$ cat src/rtl/bist_march_ctrl_pkg.sv
// Shared types and March C- element table for the RUNBIST sequencer.
package bist_pkg;

  typedef enum logic [2:0] {
    S_IDLE,
    S_WR,
    S_RD,
    S_CMP,
    S_DONE
  } bist_state_e;

  localparam int NUM_ELEM = 6;
  localparam int ELEM_W   = 3;
  localparam logic [ELEM_W-1:0] LAST_ELEM = ELEM_W'(NUM_ELEM - 1);

  // Element table, bit e describes element e. Tables are padded to 2**ELEM_W
  // entries so a look-ahead past the last element reads a harmless 0.
  //   0: up   w0        3: down r0,w1
  //   1: up   r0,w1     4: down r1,w0
  //   2: up   r1,w0     5: up   r0
  localparam logic [7:0] EL_DOWN   = 8'b0001_1000;
  localparam logic [7:0] EL_RD_ONE = 8'b0001_0100;
  localparam logic [7:0] EL_WR_ONE = 8'b0000_1010;
  localparam logic [7:0] EL_HAS_RD = 8'b0011_1110;
  localparam logic [7:0] EL_HAS_WR = 8'b0001_1111;

  // BIST_LOG layout: {element[2:0], address[4:0]}
  localparam int LOG_ADDR_LSB = 0;
  localparam int LOG_ADDR_W   = 5;
  localparam int LOG_ELEM_LSB = 5;
  localparam int LOG_ELEM_W   = 3;

  function automatic logic el_down(input logic [ELEM_W-1:0] e);
    return EL_DOWN[e];
  endfunction

  function automatic logic el_rd_one(input logic [ELEM_W-1:0] e);
    return EL_RD_ONE[e];
  endfunction

  function automatic logic el_wr_one(input logic [ELEM_W-1:0] e);
    return EL_WR_ONE[e];
  endfunction

  function automatic logic el_has_rd(input logic [ELEM_W-1:0] e);
    return EL_HAS_RD[e];
  endfunction

  function automatic logic el_has_wr(input logic [ELEM_W-1:0] e);
    return EL_HAS_WR[e];
  endfunction

  function automatic logic [7:0] mk_log(input logic [LOG_ELEM_W-1:0] e,
                                        input logic [LOG_ADDR_W-1:0] a);
    logic [7:0] l;
    l = '0;
    l[LOG_ELEM_LSB +: LOG_ELEM_W] = e;
    l[LOG_ADDR_LSB +: LOG_ADDR_W] = a;
    return l;
  endfunction

endpackage

$ cat src/rtl/bist_march_ctrl_if.sv
// RAM-under-test port: the sequencer drives address/strobes/data, RAM returns rdata.
interface bist_march_ctrl_if #(
  parameter int WIDTH  = 3,
  parameter int DATA_W = 4
);
  logic [WIDTH-1:0]  ram_addr;
  logic              ram_we;
  logic              ram_re;
  logic [DATA_W-1:0] ram_wdata;
  logic [DATA_W-1:0] ram_rdata;

  modport master (output ram_addr, ram_we, ram_re, ram_wdata, input ram_rdata);
  modport slave  (input ram_addr, ram_we, ram_re, ram_wdata, output ram_rdata);
endinterface

$ cat src/rtl/bist_march_ctrl_addr_gen.sv
// Up/down address counter bounded to 0..DEPTH-1 with an end-of-sweep flag.
module bist_addr_gen #(
  parameter int DEPTH = 6,
  parameter int WIDTH = $clog2(DEPTH)
) (
  input  logic             clk,
  input  logic             rst,
  input  logic             load,       // restart sweep
  input  logic             load_down,  // direction of the sweep being loaded
  input  logic             adv,        // step to next address
  input  logic             down,       // direction of the current sweep
  output logic [WIDTH-1:0] addr,
  output logic             last
);

  localparam logic [WIDTH-1:0] TOP = WIDTH'(DEPTH - 1);

  // last is relative to the current sweep direction, so non-power-of-2
  // depths never reach an address above DEPTH-1
  assign last = down ? (addr == '0) : (addr == TOP);

  // address register: load wins over advance
  always_ff @(posedge clk or posedge rst) begin
    if (rst)       addr <= '0;
    else if (load) addr <= load_down ? TOP : '0;
    else if (adv)  addr <= down ? addr - WIDTH'(1) : addr + WIDTH'(1);
  end

endmodule

$ cat src/rtl/bist_march_ctrl.sv
// March C- sequencer: walks six elements over the RAM, compares read data
// in the cycle after each read, keeps a sticky error and first-fail log.
module bist_march_ctrl
  import bist_pkg::*;
#(
  parameter int DEPTH  = 6,
  parameter int DATA_W = 4,
  parameter int WIDTH  = $clog2(DEPTH)
) (
  input  logic                clk,
  input  logic                TLR,
  input  logic                RUNBIST_SELECT,
  bist_march_ctrl_if.master   bus,
  output logic                busy,
  output logic                stop,
  output logic                err,
  output logic [7:0]          BIST_LOG
);

  bist_state_e       state;
  bist_state_e       nxt_first;
  logic [ELEM_W-1:0] elem;
  logic [ELEM_W-1:0] nxt_elem;
  logic [WIDTH-1:0]  addr_q;
  logic              last;
  logic              ag_load;
  logic              ag_load_down;
  logic              ag_adv;
  logic              ag_down;
  logic [DATA_W-1:0] exp_rd;
  logic              miscmp;

  bist_addr_gen #(.DEPTH(DEPTH), .WIDTH(WIDTH)) u_addr (
    .clk       (clk),
    .rst       (TLR),
    .load      (ag_load),
    .load_down (ag_load_down),
    .adv       (ag_adv),
    .down      (ag_down),
    .addr      (addr_q),
    .last      (last)
  );

  // the counter register is itself the registered RAM address
  assign bus.ram_addr = addr_q;

  // address-counter control and compare decode from the current state
  always_comb begin
    nxt_elem     = elem + ELEM_W'(1);
    nxt_first    = el_has_rd(nxt_elem) ? S_RD : S_WR;
    exp_rd       = {DATA_W{el_rd_one(elem)}};
    miscmp       = (bus.ram_rdata != exp_rd);
    ag_down      = el_down(elem);
    ag_load      = 1'b0;
    ag_load_down = 1'b0;
    ag_adv       = 1'b0;
    case (state)
      S_IDLE: begin
        ag_load      = RUNBIST_SELECT;
        ag_load_down = el_down('0);
      end
      S_RD: ag_load = !RUNBIST_SELECT;
      S_WR, S_CMP: begin
        if (!RUNBIST_SELECT) begin
          ag_load = 1'b1;
        end else if (last) begin
          ag_load      = (elem != LAST_ELEM);
          ag_load_down = el_down(nxt_elem);
        end else begin
          ag_adv = 1'b1;
        end
      end
      default: ;
    endcase
  end

  // main FSM; strobes and status are set for the state being entered
  always_ff @(posedge clk or posedge TLR) begin
    if (TLR) begin
      state         <= S_IDLE;
      elem          <= '0;
      bus.ram_we    <= 1'b0;
      bus.ram_re    <= 1'b0;
      bus.ram_wdata <= '0;
      busy          <= 1'b0;
      stop          <= 1'b0;
      err           <= 1'b0;
      BIST_LOG      <= '0;
    end else begin
      case (state)
        S_IDLE: begin
          if (RUNBIST_SELECT) begin
            state         <= S_WR;
            elem          <= '0;
            bus.ram_we    <= 1'b1;
            bus.ram_wdata <= {DATA_W{el_wr_one('0)}};
            busy          <= 1'b1;
            err           <= 1'b0;
            BIST_LOG      <= '0;
          end
        end
        S_WR, S_RD, S_CMP: begin
          // compare happens even in an aborting cycle; only the log is first-fail
          if (state == S_CMP && miscmp) begin
            err <= 1'b1;
            if (!err) BIST_LOG <= mk_log(elem, LOG_ADDR_W'(addr_q));
          end
          if (!RUNBIST_SELECT) begin
            state      <= S_IDLE;
            bus.ram_we <= 1'b0;
            bus.ram_re <= 1'b0;
            busy       <= 1'b0;
          end else if (state == S_RD) begin
            state         <= S_CMP;
            bus.ram_re    <= 1'b0;
            bus.ram_we    <= el_has_wr(elem);
            bus.ram_wdata <= {DATA_W{el_wr_one(elem)}};
          end else if (!last) begin
            // write-only elements stay in WR; read elements go back to RD
            if (state == S_CMP) begin
              state      <= S_RD;
              bus.ram_we <= 1'b0;
              bus.ram_re <= 1'b1;
            end
          end else if (elem == LAST_ELEM) begin
            state      <= S_DONE;
            bus.ram_we <= 1'b0;
            bus.ram_re <= 1'b0;
            busy       <= 1'b0;
            stop       <= 1'b1;
          end else begin
            elem          <= nxt_elem;
            state         <= nxt_first;
            bus.ram_re    <= (nxt_first == S_RD);
            bus.ram_we    <= (nxt_first == S_WR);
            bus.ram_wdata <= {DATA_W{el_wr_one(nxt_elem)}};
          end
        end
        S_DONE: begin
          if (!RUNBIST_SELECT) begin
            state <= S_IDLE;
            stop  <= 1'b0;
          end
        end
        default: state <= S_IDLE;
      endcase
    end
  end

endmodule
$ cat src/flat_wrapper.sv
// flat-port wrapper written by rule: the top's interface ports become plain ports
module bist_march_ctrl_flat import bist_pkg::*;
#(
  parameter int DEPTH  = 6,
  parameter int DATA_W = 4,
  parameter int WIDTH  = $clog2(DEPTH)
)
  (clk, TLR, RUNBIST_SELECT, busy, stop, err, BIST_LOG, bus_ram_addr, bus_ram_we, bus_ram_re, bus_ram_wdata, bus_ram_rdata);
  bist_march_ctrl_if #(.WIDTH(WIDTH), .DATA_W(DATA_W)) bus_i ();
  input  logic clk;
  input  logic TLR;
  input  logic RUNBIST_SELECT;
  output logic busy;
  output logic stop;
  output logic err;
  output logic [7:0] BIST_LOG;
  output wire logic [$bits(bus_i.ram_addr)-1:0] bus_ram_addr;
  output wire logic [$bits(bus_i.ram_we)-1:0] bus_ram_we;
  output wire logic [$bits(bus_i.ram_re)-1:0] bus_ram_re;
  output wire logic [$bits(bus_i.ram_wdata)-1:0] bus_ram_wdata;
  input wire logic [$bits(bus_i.ram_rdata)-1:0] bus_ram_rdata;
  assign bus_ram_addr = bus_i.ram_addr;
  assign bus_ram_we = bus_i.ram_we;
  assign bus_ram_re = bus_i.ram_re;
  assign bus_ram_wdata = bus_i.ram_wdata;
  assign bus_i.ram_rdata = bus_ram_rdata;
  bist_march_ctrl #(.DEPTH(DEPTH), .DATA_W(DATA_W), .WIDTH(WIDTH)) u_core (.clk(clk), .TLR(TLR), .RUNBIST_SELECT(RUNBIST_SELECT), .bus(bus_i), .busy(busy), .stop(stop), .err(err), .BIST_LOG(BIST_LOG));
endmodule
$ cat config.mk
export PLATFORM = sky130hd
export DESIGN_NAME = bist_march_ctrl_flat
export DESIGN_NICKNAME = d
export VERILOG_FILES = /design/src/rtl/bist_march_ctrl_pkg.sv /design/src/rtl/bist_march_ctrl_if.sv /design/src/rtl/bist_march_ctrl_addr_gen.sv /design/src/rtl/bist_march_ctrl.sv /design/src/flat_wrapper.sv
export SDC_FILE = /design/constraint.sdc
export NUM_CORES = 1
export LEC_CHECK = 0
export CAP_MARGIN = 30
export CORE_AREA = 5 5 57 59
export CTS_BUF_LIST = sky130_fd_sc_hd__clkbuf_16
export DETAILED_ROUTE_END_ITERATION = 16
export DIE_AREA = 0 0 62 64
export PLACE_DENSITY = 0.88
export SYNTH_ARGS = -nofsm -noshare
export SYNTH_HDL_FRONTEND = slang
export SYNTH_HIERARCHICAL = 1
export SYNTH_SLANG_ARGS = --single-unit
$ cat constraint.sdc
create_clock -name clk -period 8.4 [get_ports clk]
set_clock_uncertainty 0.05 [all_clocks]
set_input_delay 1.68 -clock clk [delete_from_list [all_inputs] [get_ports clk]]
set_output_delay 1.68 -clock clk [all_outputs]
set_load 0.005 [all_outputs]
==> reports/qor.txt <==
Status - complete, no violations
Sequential element share of the synthesized area - 37.9%
Delay-heaviest family, CP - compound AO/OA/AOI/OAI gates
Final min period - 3.69 ns
Total CTS buffers - 3
Util after Layout - 62.7%
Largest cells by area after synthesis - dfrtp_1 38%, mux2i_1 6.5%, nand2_1 4.6%
# rows - 19
Count leader, synth - dfrtp_1
FMAX - 271 MHz
Drt pass-1 iters - 4
Startpoint types - flip-flop
Measured slew at the worst slew-check pin - 0.772 ns
Clock Pin Slew Worst Setup and Hold Paths - 0.06 ns
Leakage Power - 0.764 nW
Count of cells resized by post-cts repair - 0
Max-Cap Viols - 0
Worst Hold Class - flip-flop to flip-flop
Post-synth EDFFs - 0
Gr usage total - 16.2%
CP max stage cell - a311oi_1
Share of power burned in registers - 34.1%
Met3 Wirelength - 138 um
Syn Std Cell Area - 0.00139 mm2
Fillers - 229
Setup TNS - 0 ns
Critical-path cell list - inv_1 -> ha_1 -> inv_1 -> o21ai_0 -> nand2_1 -> a21oi_1 -> nand2_1 -> a311oi_1 -> and4b_1 -> nor3_2
Vias per inst - 5.81
Routed wl met2 - 1.55 mm
Max Used Layer - met4
H-tree lvl count - 1
Hold-fix buffers, CTS - 0
Gate Count Post-Synth - 149
Post-synth top flop - dfrtp_1
Power density cells - 302 mW/mm2
Via count - 1,144
Hold Vio Cnt, Final - 0
Area of the die - 0.00397 mm2
Largest net degree at the start of global routing - 19
Final wirelength - 3.05 mm
Initial Util - 52.1%
First-pass GRT wire length - 4.90 mm
Final #Nets - 180
P_int - 0.316 mW
Root buf cell - clkbuf_16
Clock share of power - 19.5%
Crit Path Category - flip-flop to flip-flop
Buf/Inv on CP - 2
CP arrival - 3.82 ns
Vias in the first global route - 1,098
FF+latch count, synth - 21
Iter 0 DRT Violations - 56
Drc violations - 0
Worst-path maximum fanout - 10
Ys Warns - 6
Die Wd - 62 um
Total grt overflow - 0
Core Region - 0.00266 mm2
Area leader, netlist - dfrtp_1
N_diodes - 0
Number of max-slew violations in the final report - 0
Total chip power - 0.504 mW
Routed length on met1 - 1.33 mm
Die Y - 64 um
Wire length per cell - 15.5 um
# Post-CTS Setup Buffers - 0
Worst stage delay on the critical path - 0.71 ns
Area Growth Syn to Fin - 20.4%
WP data required - 8.52 ns
Syn avg cell area - 9.31 um2
Port Buf Inserts - 24
Unique cell type count in the Yosys netlist - 44
Combinational share of power - 46.4%
CTS tree - built
Initial antenna violation count - 0
Rel. slew slack - 48.2%
Clock Latency Late Sink - 0.25 ns
Layout cells sized above 1 - 6.63%
Dpl hpwl - 2.40 mm
Final WS setup - 4.71 ns
I/O pin count - 27
Critical path capture point type - flip-flop
RSZ-0062 raised after global routing - false
Post-synth ARST share - 100%
ANT nets after route - 0
Place WS - 4.53 ns
GP Congestion - 0.885
Worst vdd ir - 205 uV
Synth cell count leaders - 21 x dfrtp_1, 17 x nand2_1, 11 x inv_1
Final worst path period share - 44.0%
NetSw - 0.188 mW
Final setup fails - 0
Switching Fraction - 37.3%
Bufs on Longest Clock Path - 2
Post-synth top area share - 37.9%
CTS Sinks - 21
-- metal layers --
layer / up-vias / global-route usage, %
met5: - / 0
met4: 0 / 4.77
met3: 4 / 2.41
met2: 27 / 28.0
met1: 562 / 20.2
li1: 551 / -
-- logic make-up after synthesis --
group	share of synthesized area, %
XOR/XNOR	1.89
AND/OR/NAND/NOR	19.1
multiplexers	9.74
adder cells (fa/ha/maj)	5.95
AO/OA/AOI/OAI	16.5
other	0.270
flip-flops	37.9
buffers and inverters	8.66
-- final timing paths --
kind,start,endpoint,slack (ns),cells past startpoint
max,u_core/elem[0]$_DFFE_PP0P_,u_core/u_addr/addr[2]$_DFFE_PP0P_,4.71,10
min,u_core/err$_DFFE_PP0P_,u_core/err$_DFFE_PP0P_,0.46,1
max reg2reg,u_core/elem[0]$_DFFE_PP0P_,u_core/u_addr/addr[2]$_DFFE_PP0P_,4.71,10
min reg2reg,u_core/err$_DFFE_PP0P_,u_core/err$_DFFE_PP0P_,0.46,1
max in group asynchronous,TLR,u_core/state[0]$_DFFE_PP0P_,6.04,2
min in group asynchronous,TLR,u_core/u_addr/addr[2]$_DFFE_PP0P_,1.57,2
-- layout make-up --
cell class              count  area (um2)  share of cell area (%)
clock buffers               3        75.1                    4.49
clock inverters             1        3.75                   0.225
inverters                  11        41.3                    2.47
multi-input cells         106         746                    44.6
flip-flops and latches     21         526                    31.5
well taps                  31        38.8                    2.32
repair buffers             24         240                    14.4
-- state kept, by name (all words and copies together), names as in the netlist --
register and cells:
u_core/BIST_LOG 6, u_core/bus.ram_re 1, u_core/bus.ram_wdata 1, u_core/bus.ram_we 1, u_core/busy 1, u_core/elem 3
u_core/err 1, u_core/state 3, u_core/stop 1, u_core/u_addr/addr 3
-- through the flow --
stage | std cells | area (um2) | hold slack (ns)
after floorplan | 150 | 1390 | 0.444
final | 197 | 1670 | 0.464
after CTS | 197 | 1670 | 0.473
after global placement | 193 | 1590 | 0.443
after global routing | 197 | 1670 | 0.510
after detailed placement | 193 | 1590 | 0.461
-- placed cells by master (no fill, tap or decap), drive strengths merged, types with 2 or more instances in the layout --
master / n
ha: 5
inv: 12
nor2b: 2
mux2i: 10
mux2: 2
a21oi: 8
clkdlybuf4s50: 24
nor2: 7
or4: 2
o21a: 4
dfrtp: 21
nor3: 3
and3: 2
o31ai: 4
conb: 2
nor3b: 2
nand2: 17
nand3b: 4
nand2b: 5
o21ai: 7
xor2: 2
clkbuf: 3
-- power by group through the flow --
| stage | logic, mW | clock network [mW] | registers (mW) |
|---|---|---|---|
| floorplan | 0.159 | 0 | 0.161 |
| global placement | 0.221 | 0 | 0.170 |
| detailed placement | 0.233 | 0 | 0.173 |
| CTS | 0.235 | 0.0996 | 0.172 |
| global route | 0.255 | 0.106 | 0.177 |
| finish | 0.234 | 0.0982 | 0.172 |
Power figures use the tool's default switching activity.
